<file path="src/rtl/output_drain_ctrl.sv">
// output_drain_ctrl: serializes LANES-wide result vectors from the systolic
// array's output edge into single-word writes to the output buffer.
// Optional build macro OUTPUT_DRAIN_SATURATE_EN selects signed saturation to
// DATA_W; without it each lane is truncated to its low DATA_W bits.
`timescale 1ns/1ps
module output_drain_ctrl #(
  parameter int unsigned LANES  = 4,
  parameter int unsigned ACC_W  = 40,
  parameter int unsigned DATA_W = 32,
  parameter int unsigned ADDR_W = 4,
  parameter int unsigned CNT_W  = 5
) (
  input  logic                     clk,
  input  logic                     rst,
  input  logic                     start,
  input  logic [ADDR_W-1:0]        base_addr,
  input  logic [CNT_W-1:0]         vec_count,
  input  logic                     res_valid,
  input  logic [LANES*ACC_W-1:0]   res_data,
  output logic                     res_ready,
  output logic [DATA_W-1:0]        st_data,
  output logic [ADDR_W-1:0]        st_addr,
  output logic                     st_en,
  output logic                     busy,
  output logic                     done,
  output logic                     wrapped
);

  localparam int unsigned LIDX_W = (LANES > 1) ? $clog2(LANES) : 1;

  typedef enum logic [1:0] {IDLE, ACCEPT, WRITE, DONE} state_e;

  state_e                   state_q, state_d;
  logic [ADDR_W-1:0]        wr_ptr_q, wr_ptr_d;
  logic [CNT_W-1:0]         remaining_q, remaining_d;
  logic [LIDX_W-1:0]        lane_idx_q, lane_idx_d;
  logic [LANES*ACC_W-1:0]   hold_q, hold_d;
  logic                     wrapped_q, wrapped_d;
  logic                     res_ready_q, res_ready_d;
  logic [DATA_W-1:0]        st_data_q, st_data_d;
  logic [ADDR_W-1:0]        st_addr_q, st_addr_d;
  logic                     st_en_q, st_en_d;
  logic                     busy_q, busy_d;
  logic                     done_q, done_d;
  logic [ACC_W-1:0]         lane_sel;
  logic [DATA_W-1:0]        st_word;

  // Next-state and datapath: job setup, vector capture, per-lane write stepping.
  always_comb begin
    state_d     = state_q;
    wr_ptr_d    = wr_ptr_q;
    remaining_d = remaining_q;
    lane_idx_d  = lane_idx_q;
    hold_d      = hold_q;
    wrapped_d   = wrapped_q;
    case (state_q)
      IDLE: begin
        if (start) begin
          wr_ptr_d    = base_addr;
          remaining_d = vec_count;
          wrapped_d   = 1'b0;
          state_d     = (vec_count != '0) ? ACCEPT : DONE;
        end
      end
      ACCEPT: begin
        if (res_valid) begin
          hold_d     = res_data;
          lane_idx_d = '0;
          state_d    = WRITE;
        end
      end
      WRITE: begin
        wr_ptr_d = wr_ptr_q + ADDR_W'(1);
        if (wr_ptr_q == '1) wrapped_d = 1'b1;
        if (lane_idx_q == LIDX_W'(LANES - 1)) begin
          remaining_d = remaining_q - CNT_W'(1);
          state_d     = (remaining_q == CNT_W'(1)) ? DONE : ACCEPT;
        end else begin
          lane_idx_d = lane_idx_q + LIDX_W'(1);
        end
      end
      DONE:    state_d = IDLE;
      default: state_d = IDLE;
    endcase
  end

  // Outputs are derived from the next state so they register in step with it:
  // the flops show the word/address that belongs to the state being entered.
  always_comb begin
    lane_sel = '0;
    for (int unsigned i = 0; i < LANES; i++) begin
      if (lane_idx_d == LIDX_W'(i)) lane_sel = hold_d[i*ACC_W +: ACC_W];
    end
  end

`ifdef OUTPUT_DRAIN_SATURATE_EN
  // Signed saturation: in range only if all bits above the DATA_W sign bit match it.
  always_comb begin
    logic [ACC_W-DATA_W:0] top;
    top = lane_sel[ACC_W-1:DATA_W-1];
    if (top == '0 || top == '1) begin
      st_word = lane_sel[DATA_W-1:0];
    end else if (lane_sel[ACC_W-1]) begin
      st_word = {1'b1, {(DATA_W-1){1'b0}}};
    end else begin
      st_word = {1'b0, {(DATA_W-1){1'b1}}};
    end
  end
`else
  logic unused_lane_bits;
  // Plain truncation to the low DATA_W bits of the selected lane.
  always_comb begin
    st_word          = lane_sel[DATA_W-1:0];
    unused_lane_bits = ^lane_sel;
  end
`endif

  // Registered output values for the state being entered.
  always_comb begin
    st_en_d     = (state_d == WRITE);
    st_addr_d   = st_en_d ? wr_ptr_d : '0;
    st_data_d   = st_en_d ? st_word : '0;
    res_ready_d = (state_d == ACCEPT);
    busy_d      = (state_d != IDLE);
    done_d      = (state_d == DONE);
  end

  // State and output registers with synchronous reset.
  always_ff @(posedge clk) begin
    if (rst) begin
      state_q     <= IDLE;
      wr_ptr_q    <= '0;
      remaining_q <= '0;
      lane_idx_q  <= '0;
      hold_q      <= '0;
      wrapped_q   <= 1'b0;
      res_ready_q <= 1'b0;
      st_data_q   <= '0;
      st_addr_q   <= '0;
      st_en_q     <= 1'b0;
      busy_q      <= 1'b0;
      done_q      <= 1'b0;
    end else begin
      state_q     <= state_d;
      wr_ptr_q    <= wr_ptr_d;
      remaining_q <= remaining_d;
      lane_idx_q  <= lane_idx_d;
      hold_q      <= hold_d;
      wrapped_q   <= wrapped_d;
      res_ready_q <= res_ready_d;
      st_data_q   <= st_data_d;
      st_addr_q   <= st_addr_d;
      st_en_q     <= st_en_d;
      busy_q      <= busy_d;
      done_q      <= done_d;
    end
  end

  assign res_ready = res_ready_q;
  assign st_data   = st_data_q;
  assign st_addr   = st_addr_q;
  assign st_en     = st_en_q;
  assign busy      = busy_q;
  assign done      = done_q;
  assign wrapped   = wrapped_q;

endmodule

</file>
<file path="config.mk">
export PLATFORM = sky130hd
export DESIGN_NAME = output_drain_ctrl
export DESIGN_NICKNAME = d
export VERILOG_FILES = /design/src/rtl/output_drain_ctrl.sv
export SDC_FILE = /design/constraint.sdc
export NUM_CORES = 1
export LEC_CHECK = 0
export ABC_CLOCK_PERIOD_IN_PS = 2350
export CORE_ASPECT_RATIO = 1.5
export CORE_MARGIN = 2
export CORE_UTILIZATION = 60
export DETAILED_ROUTE_END_ITERATION = 10
export DONT_BUFFER_PORTS = 1
export GPL_ROUTABILITY_DRIVEN = 0
export PLACE_DENSITY = 0.76
export SETUP_SLACK_MARGIN = 0.15
export SKIP_CTS_REPAIR_TIMING = 1
export SYNTH_ARGS = -nofsm -noshare
export SYNTH_HDL_FRONTEND = slang
export SYNTH_SLANG_ARGS = --single-unit
export TNS_END_PERCENT = 5
</file>
<file path="constraint.sdc">
create_clock -name clk -period 2.35 [get_ports clk]
set_input_delay 0.47 -clock clk [delete_from_list [all_inputs] [get_ports clk]]
set_output_delay 0.47 -clock clk [all_outputs]
set_load 0.05 [all_outputs]
</file>
# == Word level (Yosys, flattened, before mapping) ==
# Cells that the tools add are included.
# word_totals
regBits,214
n_memories,0
latchBits,0
elab_cells,62
rom_bits,0
ram_bits,0
inputBits,173
# op_classes
n_lt_le_gt_ge,0
n_shift,0
reduce_logical,8
div_mod_pow,0
eq_ne,15
mul,0
n_addsub,3
n_bitwise,1
muxes,23
# ops
op,n
$mux 160,2
$mux 32,4
$eq 2x2->1 const B,7
$mux 2,7
$mux 5,2
$pmux 5 s2,1
$pmux 2 s4,1
$pmux 4 s2,1
$eq 2x1->1 const B,3
$ne 2x2->1 const B,3
$reduce_and 3->1,2
$eq 5x1->1 const B,1
$reduce_bool 5->1,1
$sub 5x1->5 const B,1
$add 4x1->4 const B,1
$eq 4x4->1 const B,1
$logic_not 2->1,2
$mux 4,1
$pmux 2 s2,1
$reduce_bool 2->1,2
$add 2x1->2 const B,1
$mux 1,2
$pmux 1 s2,1
$reduce_or 2->1,1
$not 1->1,1

# == Logic depth before layout (Yosys ltp) ==
# Gate-level depths: netlist of the first run.
# depth
word_depth,8
ltp_mapped,10
mapped_depth_nobuf,7

# == Least setup slack after synthesis of the first run ==
# No wires, ideal clock.
# synth_path
path_kind,register -> register
start,reg state_q[1]
end,reg st_data_q[15] (netlist: st_data[15])
period_less_slack_ps,2086
setup_slack_ps,264
t_arrival_ps,1969
path_stages_with_launch,9
setup_ps,117
required_ps,2233
path_cell_list,dfxtp_1 > inv_1 > ha_1 > o21ai_0 > a21oi_1 > buf_2 > buf_2 > mux4_2 > a22o_1
# synth_between
elab_chain_len,7
word_cells_on_any_way,21
classes_between,7 x eq/ne; 10 x mux; 1 x bitwise; 3 x reduce/logical
# synth_rtl
item,line_no,rtl
start: declaration,33,"state_e state_q, state_d;"
start signal: assignment,144,state_q <= state_d;
$eq 2x2->1 or $eq 2x1->1 (tied branches),56,case (state_q)
$pmux 2 s2,56,
$logic_not 2->1,92,if (lane_idx_d == LIDX_W'(i)) lane_sel = hold_d[i*ACC_W +: ACC_W];
$mux 32 (4 in series),92,
end signal: assignment,151,st_data_q <= st_data_d;
end: declaration,40,"logic [DATA_W-1:0] st_data_q, st_data_d;"
# Several ways; a longest one is shown, not always the timed one.
# A chain may end at the register's enable or synchronous reset.

# == Worst setup path in the final report of the first run ==
# layout_path
start,reg state_q[0]
end,reg st_data_q[31] (netlist: st_data[31])
# Same word-level chain as after synthesis.

==> results.toml, run 1 <==
[synthesis]
syn_area_per_cell_um2 = 9.57
synth-async-reset-ratio_pct = 0
synth_edf_count = 0
seq_area_frac_synth_pct = 45.1
yosys_warnings = 0
synth_nets = 1023
syn_inst = 843
netlist_area_mm2 = 0.00807
ys_types = 45
synthFlopType = "dfxtp_1"
synth-seq-cells = 182

[grt]
grt_overflow_total = 0
track_usage_pct = 24.8
grt_max_degree = 147
grt_antenna_before_repair = 0
grt_pass1_vias = 5934
grt_pass1_wl_um = 29000

[floorplanning]
die_area_mm2 = 0.0144
start_util_pct = 61.7
ios = 214
die_y_um = 146
core_mm2 = 0.0131
rows = 51
die_x_um = 98.7

[sta]
fin_crit_sh_pct = 92.6
hold_viol_final = 0
finalMaxSlewViolations = 0
tns_ps = 0
rsz0062_at_grt = "yes"
whs_ps = 123
fmax_mhz = 460
fin_skew_ps = 11.3
maxSlewHeadroom_pct = 59.5
worst_pin_slew_ps = 608
setup-violations-final = 0
period_needed_ps = 2180

[final_layout]
fin_nets = 997
area_growth_pct = 10.2
num-fill-cells = 977
layout_common_cells = "266 x nand2_1, 180 x dfxtp_1, 138 x a21oi_1, 64 x mux4_2, 33 x a22o_1"
final_common_cell = "nand2_1"
utilization_pct = 68.0
diodes = 0
drive_above_1_share_pct = 17.1

[clock_tree]
clock_latency_ps = 420
clkTransAtPathRegs_ps = 70
cts.path.max_buffers = 2
cts_sinks = 182
cts_buffers = 17
root_buffer = "clkbuf_16"
cts-htree-levels = 4
cts_tree = "yes"

[setup_path]
worstPathRequired_ps = 2660
crit_top_cell = "buf_12"
cp_slowest_stage_delay_ps = 360
cp_max_fo = 18
end_kind = "register"
setup.worst_path.class = "reg -> reg"
worstPathArrival_ps = 2490
slowest_stage = "dfxtp_4"
crit_chain = "inv_1 -> ha_4 -> nand2b_1 -> a21boi_2 -> a21oi_4 -> buf_12 -> buf_12 -> mux4_2 -> a22o_1"
startpoint_type = "register"

[detailed_routing]
initialDrtViolationCount = 387
drc = 0
ant_nets = 0
wl_per_cell_um = 18.6
vias_per_cell = 6.18
drt-total-wl_um = 18400
via_count = 6116
first_pass_iters = 5

[place]
io_buffers = 0
place.detailed.hpwl_um = 12200

[power_and_ir_drop]
p_leak_uw = 0.00311
clkPwrFrac_pct = 28.1
switching_share_pct = 34.4
p_switching_uw = 3360
finalPower_uw = 9770
power.density_mw_per_mm2 = 1100
internal_power_uw = 6410
combPwrFrac_pct = 31.2
power_frac_seq_pct = 40.7
ir_worst_vdd_v = 0.000576

[flow_run]
cap_viol_max_count = 0

[worst_hold_path]
hp-class = "in -> reg"

[run_status]
status = "finished clean"
[layout make-up]
type | instances | area (um2) | area share (%)
Multi-Input combinational cell | 582 | 4060 | 45.7
Clock inverter | 14 | 133 | 1.49
Clock buffer | 18 | 439 | 4.94
Tap cell | 159 | 199 | 2.24
Timing Repair Buffer | 26 | 382 | 4.29
Inverter | 8 | 30.0 | 0.338
Sequential cell | 182 | 3650 | 41.0
[power groups by stage]
stage / Clock, uW / Combinational [uW] / Sequential [uW]
floorplan: 0 / 2270 / 3950
CTS: 2790 / 2810 / 3960
detailed placement: 0 / 2800 / 4030
global route: 2930 / 3340 / 4020
global placement: 0 / 2660 / 3990
finish: 2740 / 3050 / 3970
[through the flow]
step                      cells  setup slack [ps]  area (um2)
after floorplan             843               264        8070
after global placement      952               128        8160
after detailed placement    952              18.4        8160
after CTS                   984              8.47        8730
after global routing        989               100        8890
final                       989               174        8890
[kinds of logic (layout without fill, tap and decap cells)]
group	count (synthesis)	count (layout)	share of synthesized area, %
compound gates	193	193	14.2
xor+xnor	1	1	0.109
fa+ha+maj	7	7	1.09
buf+inv	79	66	5.40
flops	182	182	45.1
mux	68	68	18.4
simple gates	313	313	15.6
[sequential cells by signal, summed over array words and instances, names as in the netlist]
name / count
busy: 1
done: 1
hold_q: 128
lane_idx_q: 2
remaining_q: 5
res_ready: 1
st_addr: 4
st_data: 32
st_en: 1
state_q: 2
wr_ptr_q: 4
wrapped: 1
[worst max-delay path, delay by kind of cell (launching register included)]
| family | cells | cell delay, ps |
|---|---|---|
| buffers and inverters | 3 | 530 |
| AO/OA/AOI/OAI | 3 | 460 |
| flip-flops | 1 | 360 |
| multiplexers | 1 | 350 |
| adder cells (fa/ha/maj) | 1 | 270 |
| AND/OR/NAND/NOR | 1 | 100 |
[worst paths after layout]
check / slack, ps / depth (start not counted) / startpoint / to
max reg2reg: 170 / 9 / state_q[0] / st_data[31]
max: 170 / 9 / state_q[0] / st_data[31]
min reg2reg: 450 / 2 / hold_q[1] / hold_q[1]
min: 120 / 1 / rst / hold_q[70]
[cell usage after synthesis, types with 2 or more instances]
cell,number,share of area [%]
and3_1,4,0.31
buf_4,17,1.6
nor2b_1,4,0.31
mux2i_1,2,0.25
nand2_1,267,12
a21oi_1,139,8.6
a22o_1,33,3.6
nand3b_1,4,0.37
a22oi_1,2,0.19
mux2_2,2,0.28
nand3_1,3,0.19
clkbuf_1,33,1.5
nor2_1,16,0.74
a31oi_1,2,0.16
nand2b_1,3,0.23
dfxtp_1,182,45
inv_1,8,0.37
nor3b_1,2,0.19
ha_1,7,1.1
mux4_2,64,18
buf_6,8,1.1
o21ai_0,4,0.25
a211oi_1,2,0.19
buf_2,12,0.74
nor3_1,3,0.19
[metal layers]
layer / vias to the layer above / global-route usage, % / wire, um
met5: - / 0 / 0
li1: 2894 / - / -
met4: 0 / 10.2 / 546
met3: 43 / 7.42 / 1470
met1: 2926 / 28.5 / 6580
met2: 253 / 43.0 / 9790
(Power assumes the default switching activity.)
==> run 2: changes to the inputs <==
Settings changed: PLACE_DENSITY 0.76 to default, PLACE_DENSITY_LB_ADDON from default to 0.05, REMOVE_ABC_BUFFERS from default to 1.
==> run 2 against run 1 <==
  * Via count increased by 0.70%
  * Sequential cell count unchanged
  * Largest power group unchanged
  * Wire length increased by 2.6%
  * Clock power increased by 3%
  * Sequential share of layout area decreased by 0.83 points
  * Cell area increased by 2.0%
  * Combinational power increased by 3%
  * Setup slack improved by 47 ps
==> results.toml, run 2 (same netlist as run 1, synthesis figures left out) <==
[place]
place.detailed.hpwl_um = 11900
io_buffers = 0
place_area_mm2 = 0.00816
dp.cells = 952
pre_cts_ws_ps = 55.5

[sta]
finalMaxSlewViolations = 0
worst_pin_slew_ps = 557
setup-violations-final = 0
fin_crit_sh_pct = 90.6
period_needed_ps = 2130
fin_skew_ps = 12.5
maxSlewHeadroom_pct = 62.8
fmax_mhz = 470
layout_setup_ws_ps = 222
hold_viol_final = 0
rsz0062_at_grt = "yes"
tns_ps = 0

[floorplanning]
die_y_um = 146
ios = 214
die_x_um = 98.7
die_area_mm2 = 0.0144
core_mm2 = 0.0131
start_util_pct = 61.7
rows = 51

[detailed_routing]
initialDrtViolationCount = 326
ant_nets = 0
wl_per_cell_um = 18.9
via_count = 6159
first_pass_iters = 5
drc = 0
drt-total-wl_um = 18900
vias_per_cell = 6.16

[grt]
grt_overflow_total = 0
grt_pass1_vias = 5920
grt_pass1_wl_um = 28600
grt_antenna_before_repair = 0
track_usage_pct = 24.4
grt_max_degree = 147

[setup_path]
startpoint_type = "register"
crit_buf_inv = 3
crit_chain = "inv_2 -> ha_2 -> o21ai_1 -> a21oi_4 -> buf_12 -> buf_12 -> mux4_2 -> a22o_1"
slowest_stage = "dfxtp_1"
cp_slowest_stage_delay_ps = 390
end_kind = "register"
worstSetupStartpoint = "state_q[1]"
worstPathRequired_ps = 2670
cp_max_fo = 20
r2r_end = "st_data[7]"
setup.worst_path.class = "reg -> reg"
crit_cells = 8
r2r-start = "state_q[1]"
cp_top_family = "compound AO/OA/AOI/OAI gates"
reg2regPathDepth = 8
ff2ff_setup_slack_ps = 220
crit_end = "st_data[7]"
worstPathArrival_ps = 2450
crit_top_cell = "buf_12"

[power_and_ir_drop]
p_leak_uw = 0.00320
power.density_mw_per_mm2 = 1090
finalPower_uw = 9920
ir_worst_vdd_v = 0.000659

[final_layout]
regMostFlops = "hold_q"
final_area_mm2 = 0.00907
drive_above_1_share_pct = 17.8
diodes = 0
layout_common_cells = "266 x nand2_1, 181 x dfxtp_1, 138 x a21oi_1, 64 x mux4_2, 33 x a22o_1"
final_common_cell = "nand2_1"
largest_reg_flops = 128
area_growth_pct = 12.4
instances_no_fill = 1000
fin_nets = 1009

[clock_tree]
root_buffer = "clkbuf_16"
clock_latency_ps = 430
cts_sinks = 182
cts-htree-levels = 4
cts.path.max_buffers = 2
cts_tree = "yes"
clkTransAtPathRegs_ps = 70
cts_buffers = 17

[run_status]
status = "finished clean"

[worst_hold_path]
hp-class = "in -> reg"
holdPathStages = 1

[flow_run]
cap_viol_max_count = 0
[run 2: changes by cell type in the layout (fill, tap and decap cells not counted), sizes merged]
| cell | change |
|---|---|
| bufinv | +1 |
| clkinvlp | +1 |
| clkbuf | +6 |
| clkinv | -5 |
| inv | +1 |
| buf | +6 |
| and2 | +1 |
[run 2: stage by stage]
step	hold WS (ps)	utilization, %
after CTS	97.3	66.8
final	99.5	69.3
after global placement	432	62.3
after global routing	93.4	69.3
after floorplan	427	-
after detailed placement	438	62.3
[run 2: how the worst min path moves through the flow]
stage,slack [ps],start,end
floorplan,430,hold_q[0],hold_q[0]
global placement,430,hold_q[26],hold_q[26]
detailed placement,440,hold_q[108],hold_q[108]
CTS,100,rst,hold_q[29]
global route,90,rst,hold_q[29]
finish,100,rst,hold_q[29]
[run 2: where the power goes]
part | internal, uW | total (uW) | switching [uW]
clock | 1560 | 2820 | 1260
sequential | 3490 | 3960 | 468
combinational | 1550 | 3130 | 1590
[run 2: final cells by class]
type,count,area [um2]
clock inverters,12,134
repair buffers,37,576
multi-input cells,583,4030
well taps,159,199
inverters,8,30.0
flip-flops and latches,182,3640
clock buffers,19,453
fillers,1006,4010
[run 2: worst reg2reg max path, stage by stage, from the launching register on]
cell and delay (ps):
dfxtp_1 390, inv_2 80, ha_2 340, o21ai_1 140, a21oi_4 180, buf_12 150
buf_12 170, mux4_2 320, a22o_1 250
[run 2: routing by layer]
layer,track usage (%),vias up,wire [um]
li1,-,2926,-
met1,28.0,2982,6960
met2,42.3,215,9970
met3,7.52,36,1470
met4,9.38,0,479
met5,0,-,0
==> run 3: changes to the inputs <==
Settings changed: BUFFER_PORTS_ARGS from default to -buffer_cell sky130_fd_sc_hd__buf_2, CORE_UTILIZATION 60 to 53, DONT_BUFFER_PORTS 1 to default.
==> run 3 against run 2 <==
  * Power is 3.6% higher
  * Final cell count is 22% higher
  * Wire length is 8.9% higher
  * Global-route usage is 1.2 points lower
  * Sequential cell count stayed put
  * Setup slack better by 11 ps
  * Register-to-register slack hardly changed
==> results.toml, run 3 (same netlist as run 1, synthesis figures left out) <==
[grt]
grt_max_degree = 146
track_usage_pct = 23.3
grt_pass1_vias = 6555
grt_antenna_before_repair = 0
grt_overflow_total = 0
grt_pass1_wl_um = 30600

[sta]
fin_skew_ps = 10.8
fmax_mhz = 472
worst_pin_slew_ps = 717
period_needed_ps = 2120
hold_viol_final = 0
rsz0062_at_grt = "no"
fin_crit_sh_pct = 90.1
setup-violations-final = 0
finalMaxSlewViolations = 0
tns_ps = 0
maxSlewHeadroom_pct = 52.2
layout_setup_ws_ps = 232

[setup_path]
end_kind = "register"
startpoint_type = "register"
cp_max_fo = 10
worstPathArrival_ps = 2430
setup.worst_path.class = "reg -> reg"
worstPathRequired_ps = 2660

[floorplanning]
core_mm2 = 0.0150
ios = 214
rows = 55
die_y_um = 155
start_util_pct = 53.8
die_x_um = 105
die_area_mm2 = 0.0163

[power_and_ir_drop]
ir_worst_vdd_v = 0.000564
p_leak_uw = 0.00400
power.density_mw_per_mm2 = 1020
finalPower_uw = 10300

[final_layout]
fin_nets = 1192
multi_input_area_mm2 = 0.00407
largest_reg_flops = 128
final_common_cell = "nand2_1"
regArea_mm2 = 0.00365
num-fill-cells = 1234
layout_common_cells = "266 x nand2_1, 180 x dfxtp_1, 180 x buf_2, 138 x a21oi_1, 64 x mux4_2"
diodes = 0
drive_above_1_share_pct = 32.7
regMostFlops = "hold_q"
area_growth_pct = 25.2

[place]
place.detailed.hpwl_um = 12800
io_buffers = 181
pre_cts_ws_ps = 66.0

[clock_tree]
cts_sinks = 182
cts_buffers = 17
clkTransAtPathRegs_ps = 70
root_buffer = "clkbuf_16"
cts_tree = "yes"
cts-htree-levels = 4
cts.path.max_buffers = 2
clock_latency_ps = 420

[detailed_routing]
vias_per_cell = 5.52
first_pass_iters = 5
wl_per_cell_um = 16.8
via_count = 6753
drt-total-wl_um = 20600
ant_nets = 0
initialDrtViolationCount = 344
drc = 0

[run_status]
status = "finished clean"

[flow_run]
cap_viol_max_count = 0

[worst_hold_path]
hp-class = "in -> reg"
-- run 3: worst max-delay path, stage by stage (launching register included) --
cell and delay, ps:
dfxtp_2 380, inv_2 100, ha_4 190, nand3b_1 170
a32o_2 330, nor2b_2 180, and4b_2 230, buf_4 190
a22o_1 230
-- run 3: worst paths after layout --
kind | start | to | slack, ps | cells after the start
max reg2reg | state_q[1] | st_data[30] | 230 | 8
min | res_data[31] | hold_q[31] | 290 | 3
min reg2reg | hold_q[81] | hold_q[81] | 450 | 2
max | state_q[1] | st_data[30] | 230 | 8
-- run 3: per-stage QoR --
| step | instances | area, um2 | utilization (%) | hold slack, ps |
|---|---|---|---|---|
| 2_1_floorplan | 772 | 7660 | - | 427 |
| 3_3_place_gp | 1173 | 9130 | 60.9 | 438 |
| 3_5_place_dp | 1173 | 9130 | 60.9 | 444 |
| 4_1_cts | 1204 | 9710 | 64.7 | 276 |
| 5_1_grt | 1223 | 10100 | 67.4 | 276 |
| 6_report | 1223 | 10100 | 67.4 | 293 |
-- run 3: power by group --
group,internal (uW),leakage (uW),total [uW],switching [uW]
clock,1580,0.000276,2790,1210
sequential,3490,0.00148,3740,244
combinational,1730,0.00225,3740,2000
-- run 3: layer usage --
metal	vias to the layer above	global-route usage (%)	wire (um)
met5	-	0	0
met4	0	5.46	162
met3	13	6.03	1080
met2	179	43.4	11300
met1	3264	26.4	7990
li1	3297	-	-
-- run 3: area by class of cell --
cell class / instances / area share (%)
flip-flops and latches: 182 / 36.1
inverters: 8 / 0.297
clock buffers: 19 / 4.28
repair buffers: 220 / 15.2
clock inverters: 12 / 1.42
well taps: 199 / 2.46
multi-input cells: 583 / 40.2
